`src/rtl/out_sa_row_deskew.sv`:
```
// Row de-skew buffer: one FIFO per systolic-array row, released as aligned vectors over valid/ready.
// Optional sticky drop detection is built when OUT_SA_DESKEW_OVF_EN is defined.
module out_sa_row_deskew #(
    parameter int ROW    = 8,
    parameter int W_DATA = 8,
    parameter int DEPTH  = 8
) (
    input  logic                    i_clk,
    input  logic                    i_rst,
    input  logic [ROW*(W_DATA+1)-1:0] i_data,
    output logic [ROW*W_DATA-1:0]   o_data,
    output logic                    o_valid,
    input  logic                    i_ready,
    output logic [$clog2(DEPTH):0]  o_level,
    output logic                    o_overflow
);
    localparam int AW = $clog2(DEPTH);
    localparam int CW = AW + 1;
    localparam int LW = W_DATA + 1;

    logic [W_DATA-1:0] mem_r    [ROW][DEPTH];
    logic [AW-1:0]     wr_ptr_r [ROW];
    logic [AW-1:0]     rd_ptr_r [ROW];
    logic [CW-1:0]     count_r  [ROW];
    logic [AW-1:0]     wr_ptr_s [ROW];
    logic [AW-1:0]     rd_ptr_s [ROW];
    logic [CW-1:0]     count_s  [ROW];
    logic [CW-1:0]     remain_s [ROW];
    logic [W_DATA-1:0] wdata_s  [ROW];
    logic [W_DATA-1:0] head_s   [ROW];
    logic [ROW-1:0]    tag_s;
    logic [ROW-1:0]    full_s;
    logic [ROW-1:0]    push_s;
    logic              pop_s;
    logic              all_valid_s;
    logic [ROW*W_DATA-1:0] data_s;
    logic              o_valid_r;
    logic [ROW*W_DATA-1:0] o_data_r;
    logic [CW-1:0]     o_level_r;

    // Next-state of every row FIFO plus the head each row will present after this edge.
    always_comb begin
        pop_s       = o_valid_r & i_ready;
        all_valid_s = 1'b1;
        data_s      = '0;
        for (int i = 0; i < ROW; i++) begin
            tag_s[i]   = i_data[LW*(ROW-i)-1];
            wdata_s[i] = i_data[LW*(ROW-i)-2 -: W_DATA];
            full_s[i]  = (count_r[i] == CW'(DEPTH));
            push_s[i]  = tag_s[i] & (~full_s[i] | pop_s);
            case ({push_s[i], pop_s})
                2'b10:   count_s[i] = count_r[i] + CW'(1);
                2'b01:   count_s[i] = count_r[i] - CW'(1);
                default: count_s[i] = count_r[i];
            endcase
            remain_s[i] = pop_s ? (count_r[i] - CW'(1)) : count_r[i];
            rd_ptr_s[i] = pop_s ? (rd_ptr_r[i] + AW'(1)) : rd_ptr_r[i];
            wr_ptr_s[i] = push_s[i] ? (wr_ptr_r[i] + AW'(1)) : wr_ptr_r[i];
            // When nothing old survives the pop, the head is the word being written now.
            if (count_s[i] == CW'(0)) begin
                head_s[i] = '0;
            end else if (remain_s[i] == CW'(0)) begin
                head_s[i] = wdata_s[i];
            end else begin
                head_s[i] = mem_r[i][rd_ptr_s[i]];
            end
            if (count_s[i] == CW'(0)) begin
                all_valid_s = 1'b0;
            end else begin
                all_valid_s = all_valid_s;
            end
        end
        for (int i = 0; i < ROW; i++) begin
            data_s[W_DATA*(ROW-i)-1 -: W_DATA] = all_valid_s ? head_s[i] : '0;
        end
    end

    // FIFO storage writes; pointers being cleared makes old contents unreachable after reset.
    always_ff @(posedge i_clk) begin
        for (int i = 0; i < ROW; i++) begin
            if (!i_rst && push_s[i]) begin
                mem_r[i][wr_ptr_r[i]] <= wdata_s[i];
            end
        end
    end

    // Pointers, counts and the registered output view.
    always_ff @(posedge i_clk) begin
        if (i_rst) begin
            for (int i = 0; i < ROW; i++) begin
                wr_ptr_r[i] <= '0;
                rd_ptr_r[i] <= '0;
                count_r[i]  <= '0;
            end
            o_valid_r <= 1'b0;
            o_data_r  <= '0;
            o_level_r <= '0;
        end else begin
            for (int i = 0; i < ROW; i++) begin
                wr_ptr_r[i] <= wr_ptr_s[i];
                rd_ptr_r[i] <= rd_ptr_s[i];
                count_r[i]  <= count_s[i];
            end
            o_valid_r <= all_valid_s;
            o_data_r  <= data_s;
            o_level_r <= count_s[0];
        end
    end

    assign o_valid = o_valid_r;
    assign o_data  = o_data_r;
    assign o_level = o_level_r;

`ifdef OUT_SA_DESKEW_OVF_EN
    logic drop_s;
    logic ovf_r;

    // A tagged word is dropped only when its FIFO is full and no pop frees a slot.
    always_comb begin
        drop_s = 1'b0;
        for (int i = 0; i < ROW; i++) begin
            if (tag_s[i] & full_s[i] & ~pop_s) begin
                drop_s = 1'b1;
            end else begin
                drop_s = drop_s;
            end
        end
    end

    // Sticky until reset.
    always_ff @(posedge i_clk) begin
        if (i_rst) begin
            ovf_r <= 1'b0;
        end else begin
            ovf_r <= ovf_r | drop_s;
        end
    end

    assign o_overflow = ovf_r;
`else
    assign o_overflow = 1'b0;
`endif

endmodule

```
`config.mk`:
```
export PLATFORM = sky130hd
export DESIGN_NAME = out_sa_row_deskew
export DESIGN_NICKNAME = d
export VERILOG_FILES = /design/src/rtl/out_sa_row_deskew.sv
export SDC_FILE = /design/constraint.sdc
export NUM_CORES = 1
export LEC_CHECK = 0
export CAP_MARGIN = 20
export CORE_MARGIN = 8
export CORE_UTILIZATION = 43
export CTS_CLUSTER_SIZE = 40
export DETAILED_ROUTE_END_ITERATION = 7
export PLACE_DENSITY = 0.62
export SETUP_SLACK_MARGIN = 0.15
export SLEW_MARGIN = 20
export SYNTH_ARGS = -nofsm -noshare
export SYNTH_HDL_FRONTEND = slang
export SYNTH_SLANG_ARGS = --single-unit
```
`constraint.sdc`:
```
create_clock -name i_clk -period 4.7 [get_ports i_clk]
set_input_delay 0.705 -clock i_clk [delete_from_list [all_inputs] [get_ports i_clk]]
set_output_delay 0.705 -clock i_clk [all_outputs]
set_load 0.005 [all_outputs]
```
Word-level counts from Yosys, hierarchy flattened
Memories as Yosys holds them, arrays and structs flattened.
Index checks and enable logic that the tools add are counted.
Widths: inputs -> output; s select.
- bits in registers: 69
- RAM bits: 592
- input port bits: 75
- output and inout bits: 70
- word-level logic and storage cells: 332
- memories: 4
- memories (memory ; words ; width ; read ports ; clocked after Yosys merged registers in ; wr ports ; RTL line ; text):
    mem_r ; 8 ; 64 ; 8 ; 0 ; 8 ; 21 ; logic [W_DATA-1:0] mem_r [ROW][DEPTH];
    count_r ; 8 ; 4 ; 8 ; 0 ; 8 ; 24 ; logic [CW-1:0] count_r [ROW];
    rd_ptr_r ; 8 ; 3 ; 8 ; 0 ; 8 ; 23 ; logic [AW-1:0] rd_ptr_r [ROW];
    wr_ptr_r ; 8 ; 3 ; 8 ; 0 ; 8 ; 22 ; logic [AW-1:0] wr_ptr_r [ROW];
- $add $sub $neg: 32
- order comparisons: 24
- equal/unequal tests: 24
- multiplexer cells: 131
- bitwise logic cells: 66
- reductions and logical operators: 41
- operators by type and width (operator ; count):
    $mux 64 ; 8
    $mux 8 ; 32
    $bmux 8 s3 ; 8
    $demux 8 s3 ; 8
    $mux 3 ; 32
    $ge 4x4->1 const B ; 16
    $logic_not 4->1 ; 16
    $mux 4 ; 16
    $not 3->4 ; 16
    $pmux 4 s2 ; 8
    $add 3x1->3 const B ; 16
    $add 4x1->4 const B ; 8
    $eq 4x4->1 const B ; 8
    $lt 4x1->1 const B ; 8
    $or 1x1->1 ; 32
    $sub 4x1->4 const B ; 8
    $reduce_or 3->1 ; 8
    $mux 1 ; 19
    $eq 2x1->1 const B ; 8
    $eq 2x2->1 const B ; 8
    $logic_and 1x1->1 ; 16
    $and 1x1->1 ; 9
    $not 1->1 ; 9
    $logic_not 1->1 ; 1

Logic depth before layout (Yosys ltp)
An unclocked memory read counts as a cell.
- word-level depth: 18
- gate-level depth with buffers: 20
- gate-level depth less buffers: 12

Worst setup path after synthesis
Ideal clock, no wire load.
- path type: input to register
- from: input port i_ready
- to: register o_data_r[48], in the netlist o_data[48]
- library setup time: 0.078 ns
- data arrival time: 3.754 ns
- required time: 4.622 ns
- slack: 0.868 ns
- cell stages on the path: 16
- path buffers: 8
- path through: buf_4 -> and2_4 -> buf_6 -> clkbuf_1 -> buf_1 -> buf_2 -> ha_1 -> clkbuf_1 -> nor3b_1 -> a311oi_1 -> nor3_1 -> a32oi_1 -> buf_2 -> buf_2 -> nand3_1 -> nor3_1
- word-level cells in the longest chain between the ends: 16
- elaborated cells on any way between the ends: 67
- classes of those cells: eq/ne (16); mux (22); bitwise (19); reduce/logical (10)
- ends and longest elaborated chain (element ; RTL line ; text):
    start: declaration ; 13 ; input logic i_ready,
    $and 1x1->1 * ; 43 ; pop_s = o_valid_r & i_ready;
    $or 1x1->1 ; 50 ; push_s[i] = tag_s[i] & (~full_s[i] | pop_s);
    $and 1x1->1 ; 50 ;
    $eq 2x1->1 / $eq 2x2->1 (equally long branches) ; 51 ; case ({push_s[i], pop_s})
    $pmux 4 s2 ; 51 ;
    $logic_not 4->1 ; 67 ; if (count_s[i] == CW'(0)) begin
    $mux 1 (8 in series) ; 67 ;
    $not 1->1 (no line) ; n/a ;
    $reduce_or 3->1 (no line) ; n/a ;
    end signal: assignment ; 105 ; o_data_r <= data_s;
    end: declaration ; 38 ; logic [ROW*W_DATA-1:0] o_data_r;
Every way passes the cells marked *; elsewhere a longest branch is shown, timed or not. The select of a mux whose other input is x is not followed.
A chain may end at the register's enable or synchronous reset.

Worst setup path in the final report
- from: input port i_ready
- to: register o_data_r[8], in the netlist o_data[8]
Same word-level chain as after synthesis.

==> impl_metrics.prom <==
# TYPE chip_impl_metric gauge
chip_impl_metric{name="worst_setup_hold_path_clk_slew",unit="ns"} 0.06
chip_impl_metric{name="timing.critical_path.buf_inv",unit=""} 3
chip_impl_metric{name="complex_gate_fraction_of_the_synthesized_area",unit=""} 0.0565
chip_impl_metric{name="fin_tns_setup",unit="ns"} 0
chip_impl_metric{name="postLayoutCellArea",unit="mm2"} 0.0364
chip_impl_metric{name="setup_viol",unit=""} 0
chip_impl_info{name="yosysMostFrequentCell",value="edfxtp_1"} 1
chip_impl_metric{name="area.growth.synth_to_final",unit="%"} 16.2
chip_impl_metric{name="slew_violations",unit=""} 0
chip_impl_metric{name="worst_ep_arrival_time",unit="ns"} 4.26
chip_impl_info{name="synthTopCellsByCount",value="512 x edfxtp_1, 242 x mux4_2, 152 x nor2_1"} 1
chip_impl_metric{name="routabilityCongestion",unit=""} 0.815
chip_impl_metric{name="sequential_area",unit="mm2"} 0.0183
chip_impl_metric{name="count_of_flip_flops_with_a_built_in_enable_after_synthesis",unit=""} 512
chip_impl_metric{name="p_per_area",unit="mW/mm2"} 364
chip_impl_metric{name="finalClockSkew",unit="ns"} 0.0308
chip_impl_info{name="critical_path.cell_chain",value="clkdlybuf4s50_1, and2_4, inv_4, nand3_1, o21ai_0, ha_1, nor2_1, mux2_2, a221oi_1, a32oi_4, buf_4, nand2_1, nor4_1"} 1
chip_impl_metric{name="crit_required",unit="ns"} 5.17
chip_impl_metric{name="fillers",unit=""} 6080
chip_impl_metric{name="sequential_cell_area_fraction_in_the_yosys_report",unit=""} 0.584
chip_impl_metric{name="grt_pass1_vias",unit=""} 19800
chip_impl_metric{name="dr.first_iter.drc_count",unit=""} 1608
chip_impl_info{name="synth_largest_area_cell",value="edfxtp_1"} 1
chip_impl_metric{name="number_of_antenna_violations_at_the_first_check_in_global_routing",unit=""} 3
chip_impl_metric{name="die-height",unit="um"} 286
chip_impl_metric{name="leakage",unit="uW"} 0.0116
chip_impl_metric{name="synth_xor_xnor_area_share",unit=""} 0.0130
chip_impl_metric{name="synth-simple-area-share",unit=""} 0.0806
chip_impl_info{name="critical_path_launch_point_type",value="input port"} 1
chip_impl_metric{name="max_cap_violations",unit=""} 0
chip_impl_metric{name="min_period_over_period",unit=""} 0.807
chip_impl_metric{name="multiInputGateArea",unit="mm2"} 0.0121
chip_impl_metric{name="core.rowCount",unit=""} 99
chip_impl_metric{name="ys_ff_latch",unit=""} 657
chip_impl_metric{name="synthesis.area_per_instance",unit="um2"} 15.1
chip_impl_metric{name="post_dp_cell_area",unit="mm2"} 0.0339
chip_impl_info{name="ys_dominant_reg_cell",value="edfxtp_1"} 1
chip_impl_metric{name="syn_nets",unit=""} 2200
chip_impl_metric{name="cts.repair_timing.setup_buffer_count",unit=""} 0
chip_impl_info{name="path_delay_family",value="compound AO/OA/AOI/OAI gates"} 1
chip_impl_metric{name="cts_made_buffers",unit=""} 73
chip_impl_metric{name="hpwlAfterDp",unit="mm"} 50.2
chip_impl_metric{name="drc",unit=""} 0
chip_impl_info{name="path_class",value="in2reg"} 1
chip_impl_info{name="setup_repair_after_global_routing_missed_its_margin",value="no"} 1
chip_impl_metric{name="preCtsSetupSlack",unit="ns"} 0.288
chip_impl_metric{name="cts_sinks",unit=""} 657
chip_impl_info{name="crit_path_top_delay_cell",value="a221oi_1"} 1
chip_impl_metric{name="cells_after_dpl",unit=""} 3114
chip_impl_metric{name="synth_mux_area_frac",unit=""} 0.218
chip_impl_metric{name="finish.net_count",unit=""} 2351
chip_impl_metric{name="synth_adder_area_share",unit=""} 0.0184
chip_impl_metric{name="grt_start_max_net_pins",unit=""} 66
chip_impl_metric{name="stdcell_count",unit=""} 3249
chip_impl_metric{name="worst_slew_margin_rel",unit=""} 0.309
chip_impl_metric{name="ctsResizeCount",unit=""} 0
chip_impl_info{name="worstHoldPathType",value="reg2reg"} 1
chip_impl_metric{name="detail_route.first_pass.iterations",unit=""} 5
chip_impl_metric{name="worst_ir_drop_vdd",unit="mV"} 0.301
chip_impl_info{name="cts-root-buf",value="clkbuf_16"} 1
chip_impl_metric{name="finish.utilization",unit=""} 0.501
chip_impl_info{name="synth_top_family_by_area",value="multiplexers"} 1
chip_impl_metric{name="cts-htree-levels",unit=""} 3
chip_impl_metric{name="port_buf_inserts",unit=""} 143
chip_impl_metric{name="synth_async_sr_flop_share",unit=""} 0
chip_impl_metric{name="placeableCoreArea",unit="mm2"} 0.0726
chip_impl_info{name="tritoncts",value="yes"} 1
chip_impl_metric{name="cpPeakStageDelay",unit="ns"} 0.52
chip_impl_metric{name="critical_path_peak_fanout",unit=""} 20
chip_impl_metric{name="grt_first_pass_wirelength",unit="mm"} 119
chip_impl_metric{name="die_w",unit="um"} 286
chip_impl_metric{name="synth_top_area_share",unit=""} 0.491
chip_impl_metric{name="post_route_cells_drive_above_1_share",unit=""} 0.233
chip_impl_info{name="setup.worst_path.end_class",value="flip-flop"} 1
chip_impl_metric{name="max-clock-path-buffers",unit=""} 3
chip_impl_metric{name="post_route_ant_nets",unit=""} 0
chip_impl_metric{name="maxClockFrequency",unit="MHz"} 264
chip_impl_metric{name="synth_area",unit="mm2"} 0.0313
chip_impl_metric{name="timing.final.ws_setup",unit="ns"} 0.906
chip_impl_metric{name="grt_overflow_total",unit=""} 0
chip_impl_metric{name="wire_per_inst",unit="um"} 24.1
chip_impl_metric{name="synth.lib_cells_used.distinct",unit=""} 77
chip_impl_metric{name="post_synth_inst_count",unit=""} 2079
chip_impl_metric{name="hold_viol",unit=""} 0
chip_impl_info{name="synth.area.top_cells",value="edfxtp_1 49%, mux4_2 17%, dfxtp_1 9.3%"} 1
chip_impl_metric{name="postCtsHoldBufs",unit=""} 0
chip_impl_metric{name="period_needed",unit="ns"} 3.79
chip_impl_metric{name="start_util",unit=""} 0.431
chip_impl_metric{name="gr-usage-all-layers",unit=""} 0.187
chip_impl_metric{name="design.portCount",unit=""} 145
chip_impl_metric{name="yosysWarnings",unit=""} 0
chip_impl_metric{name="clock_latency",unit="ns"} 0.63
chip_impl_metric{name="vias",unit=""} 19200
chip_impl_metric{name="route.final.wire_length",unit="mm"} 78.3
chip_impl_metric{name="max_slew.worst_pin.slew",unit="ns"} 1.03
chip_impl_metric{name="die_area",unit="mm2"} 0.0817
chip_impl_metric{name="avgViaCountPerCell",unit=""} 5.92
chip_impl_info{name="status",value="finished, final reports clean"} 1
through the flow:
| stage | hold WS [ns] | total power [uW] |
|---|---|---|
| finish | 0.515 | 13200 |
| CTS | 0.515 | 13300 |
| global placement | 0.486 | 7410 |
| detailed placement | 0.499 | 7440 |
| global route | 0.537 | 13600 |
| floorplan | 0.487 | 7070 |
logic make-up after synthesis:
| family | count (synthesis) |
|---|---|
| muxes | 372 |
| other | 1 |
| AOI/OAI and AO/OA | 231 |
| xor gates and xnor gates | 44 |
| DFF | 657 |
| and+or+nand+nor | 524 |
| buffers and inverters | 204 |
| adders and majority gates | 46 |
where the power goes:
group	internal (uW)	total (uW)	switching [uW]
sequential	6350	6420	70.7
combinational	350	902	551
clock	3560	5900	2340
total	10300	13200	2960
registers in the layout, indices dropped and copies added, names as in the netlist:
name	cells
rd_ptr_r	24
mem_r	512
wr_ptr_r	24
o_level	3
count_r	29
o_data	64
o_valid	1
placed cells by master, fill, tap and decap left out, drive strengths merged, types with 5 or more instances in the layout:
master         Yosys  final
a211oi            38     38
a21oi             34     34
a221oi            26     26
a22oi              6      6
a311oi            10     10
and3              15     15
buf               93     80
bufinv             0     10
clkbuf            53     94
clkdlybuf4s50      0    142
clkinv             1     21
clkinvlp           0      7
dfxtp            145    145
edfxtp           512    512
ha                46     46
inv               57     60
mux2              57     57
mux2i             73     73
mux4             242    242
nand2             82     82
nand2b            28     28
nand3             81     81
nand3b             8      8
nand4              7      7
nor2             152    152
nor2b              8      8
nor3              99     99
nor4              11     11
o211ai            17     17
o21a               6      6
o21ai             12     12
o221a             17     17
o22ai             19     19
o31ai              5      5
o32ai              5      5
or3               13     13
xnor2             21     21
xor2              23     23
worst reg2reg max path: cells and delay by family, from the launching register on:
kind / cells / cell delay (ns)
AO/OA/AOI/OAI: 4 / 1.80
adder cells (fa/ha/maj): 1 / 0.32
flip-flops: 1 / 0.72
buffers and inverters: 1 / 0.22
AND/OR/NAND/NOR: 3 / 0.55
per-layer routing:
layer	track usage	vias to the layer above	wire length, um
met3	0.0357	101	5590
met1	0.261	9870	34000
met4	0.0523	2	1430
met2	0.300	645	37300
li1	-	8621	-
met5	0	-	7
worst paths after layout:
path,start,end,slack [ns],depth (start not counted)
setup reg to reg,count_r[1][15],o_data[47],0.93,9
setup / recovery,i_ready,o_data[8],0.91,13
hold reg to reg,rd_ptr_r[0][11],rd_ptr_r[0][11],0.52,2
hold / removal,rd_ptr_r[0][11],rd_ptr_r[0][11],0.52,2
area by class of cell:
type,instances,area share
clock inverter,40,0.0139
timing repair buffer,222,0.0556
sequential,657,0.503
multi-input combinational,1218,0.334
inverter,58,0.00605
tap,959,0.0330
antenna,1,0.0000688
clock buffer,94,0.0547
(Power assumes the default switching activity.)
